## src/rtl/pipe_var.sv

```systemverilog
// pipe_var: matching-delay line, run-time delay 0..MAX_DELAY enabled cycles, circular-buffer storage.
// Latency: dq enabled cycles (dq = clamped active delay); dq=0 is a combinational bypass.
// Backpressure: en=0 stalls everything (inputs ignored, outputs stable); no ready signalling.
module pipe_var #(
  parameter int WIDTH     = 16,
  parameter int MAX_DELAY = 64,
  parameter int DW        = $clog2(MAX_DELAY + 1)
) (
  input  logic             clk,
  input  logic             reset,
  input  logic             en,
  input  logic             flush,
  input  logic [DW-1:0]    delay,
  input  logic             i_valid,
  input  logic [WIDTH-1:0] i,
  output logic             o_valid,
  output logic [WIDTH-1:0] o,
  output logic             primed,
  output logic             delay_err
);

  // Pointer width; a one-entry buffer still needs a 1-bit pointer.
  localparam int PW   = (MAX_DELAY > 1) ? $clog2(MAX_DELAY) : 1;
  localparam int LAST = MAX_DELAY - 1;
  localparam logic [DW:0]   MAX_X   = MAX_DELAY[DW:0];
  localparam logic [PW-1:0] WP_LAST = LAST[PW-1:0];

  // Data is never reset; only the valid tags need clearing.
  logic [WIDTH-1:0]     r_mem_dat [MAX_DELAY];
  logic [MAX_DELAY-1:0] r_mem_vld;
  logic [PW-1:0]        r_wp;
  logic [DW-1:0]        r_dq;
  logic [DW-1:0]        r_fill;
  logic                 r_err;

  logic             w_over;
  logic [DW-1:0]    w_dreq;
  logic             w_chg;
  logic             w_clr;
  logic [DW:0]      w_wp_x;
  logic [DW:0]      w_rp_sum;
  logic [DW:0]      w_rp_x;
  logic             w_rd_vld;
  logic [WIDTH-1:0] w_rd_dat;

  assign w_over = ({1'b0, delay} > MAX_X);
  assign w_dreq = w_over ? MAX_X[DW-1:0] : delay;
  assign w_chg  = (w_dreq != r_dq);
  // A delay change behaves as a flush so mixed-latency samples never emerge.
  assign w_clr  = flush | w_chg;

  // Read pointer (wp - dq) mod MAX_DELAY, done with one conditional subtract.
  assign w_wp_x   = (DW+1)'(r_wp);
  assign w_rp_sum = w_wp_x + MAX_X - {1'b0, r_dq};
  assign w_rp_x   = (w_rp_sum >= MAX_X) ? (w_rp_sum - MAX_X) : w_rp_sum;

  // Read mux: select the entry at the read pointer (old entry when rp == wp).
  always_comb begin
    w_rd_vld = 1'b0;
    w_rd_dat = '0;
    for (int k = 0; k < MAX_DELAY; k++) begin
      if (w_rp_x == (DW+1)'(k)) begin
        w_rd_vld = r_mem_vld[k];
        w_rd_dat = r_mem_dat[k];
      end
    end
  end

  // Output select: bypass at delay 0, buffer read otherwise; data zeroed when not valid.
  always_comb begin
    o_valid = 1'b0;
    o       = '0;
    if (r_dq == '0) begin
      o_valid = i_valid;
      o       = i_valid ? i : '0;
    end else begin
      o_valid = w_rd_vld;
      o       = w_rd_vld ? w_rd_dat : '0;
    end
  end

  assign primed    = (r_fill == r_dq);
  assign delay_err = r_err;

  // Data storage: written only on enabled cycles with a non-zero active delay.
  always_ff @(posedge clk) begin
    if (reset && en && (r_dq != '0)) begin
      r_mem_dat[r_wp] <= i;
    end
  end

  // Control state: pointer, active delay, fill count, valid tags, sticky error.
  always_ff @(posedge clk) begin
    if (!reset) begin
      r_wp      <= '0;
      r_fill    <= '0;
      r_mem_vld <= '0;
      r_dq      <= w_dreq;
      r_err     <= w_over;
    end else if (en) begin
      if (w_over) begin
        r_err <= 1'b1;
      end
      if (w_clr) begin
        r_fill    <= '0;
        r_mem_vld <= '0;
      end else if (r_fill < r_dq) begin
        r_fill <= r_fill + DW'(1);
      end
      // The tag write follows the clear so the current slot gets its own tag.
      if (r_dq != '0) begin
        r_mem_vld[r_wp] <= i_valid & ~w_clr;
        r_wp            <= (r_wp == WP_LAST) ? '0 : r_wp + PW'(1);
      end
      r_dq <= w_dreq;
    end
  end

endmodule

```

## config.mk

```make
export PLATFORM = sky130hd
export DESIGN_NAME = pipe_var
export DESIGN_NICKNAME = d
export VERILOG_FILES = /design/src/rtl/pipe_var.sv
export SDC_FILE = /design/constraint.sdc
export NUM_CORES = 1
export LEC_CHECK = 0
export CAP_MARGIN = 0
export CORE_UTILIZATION = 30
export CTS_CLUSTER_DIAMETER = 40
export DETAILED_ROUTE_END_ITERATION = 8
export GPL_TIMING_DRIVEN = 0
export PLACE_DENSITY_LB_ADDON = 0.2
export SYNTH_ARGS = -nofsm -noshare
export SYNTH_HDL_FRONTEND = slang
export SYNTH_SLANG_ARGS = --single-unit
```

## constraint.sdc

```tcl
create_clock -name clk -period 5.8 [get_ports clk]
set_input_delay 1.16 -clock clk [delete_from_list [all_inputs] [get_ports clk]]
set_output_delay 1.16 -clock clk [all_outputs]
set_load 0.02 [all_outputs]
```

==> summary.txt <==
Critical path
  – Crit Path Max Fanout: 10
  – Startpoint class of the critical path: flip-flop
  – CP dominant cell by count: buf_2
  – Reg2Reg Depth: 4
  – Element type at the critical path end: primary output
  – Crit path max-delay family: compound AO/OA/AOI/OAI gates
  – RR Startpoint: r_wp[4]
  – CP bufs+invs: 5
  – Slowest cell on the critical path: mux2i_2
  – CP Cell Sequence: ha_4 > fa_2 > buf_12 > xor2_4 > buf_2 > nand3_1 > mux2i_2 > buf_4 > buf_2 > a222oi_1 > a31oi_1 > o31ai_1 > a21oi_1 > o211ai_1 > a22oi_2 > buf_6
  – R2r endpoint: r_mem_dat[18][11]
  – R2R Setup Slk: 1.69 ns
  – Worst Setup SP: r_dq[0]
  – Crit path DAT: 6.24 ns
  – Crit-path max cell delay: 0.65 ns
  – Critical path class: reg -> out
  – WP data required: 4.64 ns

Finish
  – Commonest non-fill, non-tap cells in the layout: edfxtp_1 (1,032), o21ai_0 (240), nand2_1 (179)
  – Layout cells sized above 1: 0.279
  – Final non-filler cell area: 0.0595 mm^2
  – Area Overhead vs Synth: 30.3%
  – Fin nets: 3,680
  – Commonest non-fill, non-tap cell in the layout: edfxtp_1

Floorplan
  – Core area: 0.150 mm^2
  – Die W: 392 um
  – IO Count: 47
  – DIE HEIGHT: 392 um
  – Die ar.: 0.154 mm^2
  – Row count: 142
  – Initial Util: 0.304

Synth
  – Main area contributors after synthesis: edfxtp_1 (68%), dfxtp_1 (3.4%), o21ai_0 (2.9%), a21oi_1 (2.2%), nor2_1 (1.6%)
  – Net Count, Synth: 3,272
  – Post-synth top flop: edfxtp_1
  – Share of the synthesized area in the top cell type: 0.679
  – Post-synthesis cell count: 3,226
  – Post-synth EDFFs: 1,032
  – Synth Register Bits: 1,109
  – Yosys cell types: 101
  – YS warnings: 0
  – Synthesized area per cell: 14.1 um^2
  – Cell accounting for the most synthesized area: edfxtp_1
  – Synth Cell Area: 0.0456 mm^2
  – Async SR Flop Fraction: 0
  – Sequential area share after synthesis: 0.713

Place
  – Placed instance area: 0.0503 mm^2
  – Dpl hpwl: 142,000 um
  – Routability cong.: 0.909
  – Buffers added on ports: 45

Route
  – Initial DRC count: 5,969
  – Drt first pass iters: 6
  – WL per Instance: 37.7 um
  – Via count: 35,185
  – Avg Vias per Cell: 6.09
  – ANT nets after route: 0
  – Final wirelength: 218,000 um
  – DRC Markers: 0

CTS
  – Clock Path Buffers: 3
  – CTS HTree Levels: 4
  – CTS tree: done
  – Cts bufs inserted: 146
  – Clk root buf: clkbuf_16
  – Clock latency on the worst-skew pair: 0.80 ns
  – Clock transition at path regs: 0.06 ns
  – CTS Sinks: 1,109

Timing
  – Setup TNS: -22.49 ns
  – Clock Skew: 0.0262 ns
  – Worst Tran Pin Value: 1.47 ns
  – Final hold slack: 0.480 ns
  – Fmax: 135 MHz
  – # setup viols final: 17
  – Minimum clock period: 7.40 ns
  – Fin. Hold Viols: 0
  – Tcrit/Tclk final: 1.28
  – RSZ-0062 raised after global routing: yes
  – PnR worst setup slack: -1.60 ns
  – Slew headroom: 0.0192
  – Final Slew Violations: 0

Global route
  – Largest net degree at the start of global routing: 67
  – Total grt overflow: 0
  – Antenna violations before repair: 12
  – GRT Total Usage: 0.278
  – Vias in the first global route: 32,623
  – First-pass GRT wire length: 290,000 um

Power
  – Power Total: 22.4 mW
  – Worst IR Drop VDD: 0.314 mV
  – LEAKAGE: 19.0 nW
  – P per Cell Area: 377 mW/mm^2

Job
  – Max_cap viols: 0

Status
  – Status: complete, but fails checks
  – Violated checks: setup timing

Worst hold path
  – HP Start: r_mem_vld[5]
  – Worst hold path cell count: 2
  – Hold Path Sink: r_mem_vld[5]
  – Min-Delay Path Class: reg -> reg
how the worst max path moves through the flow:
stage               endpoint  cells past startpoint
floorplan              o[15]                     19
global placement       o[12]                     18
detailed placement     o[12]                     18
CTS                    o[15]                     22
global route            o[5]                     22
finish                 o[15]                     16
cells by family (layout without fill, tap and decap cells):
family	after synthesis	count (layout)	synth area share
adder cells (fa/ha/maj)	18	18	0.00510
buffers and inverters	235	764	0.0221
flip-flops	1109	1109	0.713
AND/OR/NAND/NOR	691	691	0.0732
other	0	3	0
AO/OA/AOI/OAI	1093	1093	0.166
multiplexers	59	59	0.0165
XOR/XNOR	21	21	0.00436
metal layers:
| layer | vias to the layer above | GRT usage | part of all wire |
|---|---|---|---|
| li1 | 13986 | - | - |
| met1 | 18120 | 0.375 | 0.39 |
| met2 | 2559 | 0.419 | 0.44 |
| met3 | 508 | 0.0745 | 0.12 |
| met4 | 12 | 0.123 | 0.052 |
| met5 | - | 0 | 0.00054 |
area by class of cell:
| class | count | area [um^2] |
|---|---|---|
| clock buffer | 164 | 3840 |
| fill | 14088 | 90900 |
| buffer | 208 | 1730 |
| antenna | 3 | 7.51 |
| clock inverter | 105 | 1140 |
| sequential | 1109 | 32500 |
| tap | 2016 | 2520 |
| timing repair buffer | 263 | 3000 |
| inverter | 24 | 91.3 |
| multi-input combinational | 1882 | 14600 |
tightest hold or removal path, cell delays in order, from the launching register on:
cell and delay (ns):
dfxtp_1 0.32, o21ai_0 0.07, o21ai_0 0.06
repair_timing:
| item | in CTS | in global routing |
|---|---|---|
| hold buffers | 0 | 0 |
| gates resized for setup | 695 | 98 |
| pin swaps | 95 | 44 |
| cloned | 3 | 2 |
| buffers inserted | 102 | 40 |
| endpoints found under the setup margin | 17 | 17 |
Yosys cell counts (all sizes together) (11+ instances only):
cell / n
ha: 17
a221o: 21
nor2b: 17
a22oi: 95
edfxtp: 1032
o21a: 13
o211ai: 39
a21oi: 206
o22ai: 40
a22o: 42
buf: 82
dfxtp: 77
o221ai: 15
a222oi: 36
nand4: 42
a221oi: 76
nor4: 29
and4: 11
a211oi: 25
clkbuf: 129
inv: 22
mux2i: 36
nor2: 202
xnor2: 12
nor3: 48
or3: 14
nand2: 197
nand2b: 12
o31ai: 15
mux4: 12
o21ai: 275
and3: 20
nand3: 62
a31oi: 23
o2111ai: 13
a32oi: 36
a2111oi: 21
mux2: 11
registers in the layout (all words and copies together), names as in the netlist:
register / flops
r_wp: 6
r_dq: 7
r_fill: 7
r_mem_vld: 64
r_mem_dat: 1024
delay_err: 1
power by group:
part	switching (mW)	leakage, nW	internal [mW]	total [mW]
Combinational	3.02	6.70	1.31	4.33
Sequential	0.00847	9.91	8.75	8.76
Clock	3.78	2.40	5.55	9.32
Total	6.80	19.0	15.6	22.4
per-stage QoR:
stage	worst slack, ns	instances	utilization
2_1_floorplan	0.0152	3226	-
3_3_place_gp	-4.00	5287	0.325
3_5_place_dp	-3.98	5358	0.335
4_1_cts	-1.48	5730	0.390
5_1_grt	-1.62	5772	0.396
6_report	-1.60	5774	0.396
No activity file was read; power rests on OpenSTA's default activity.
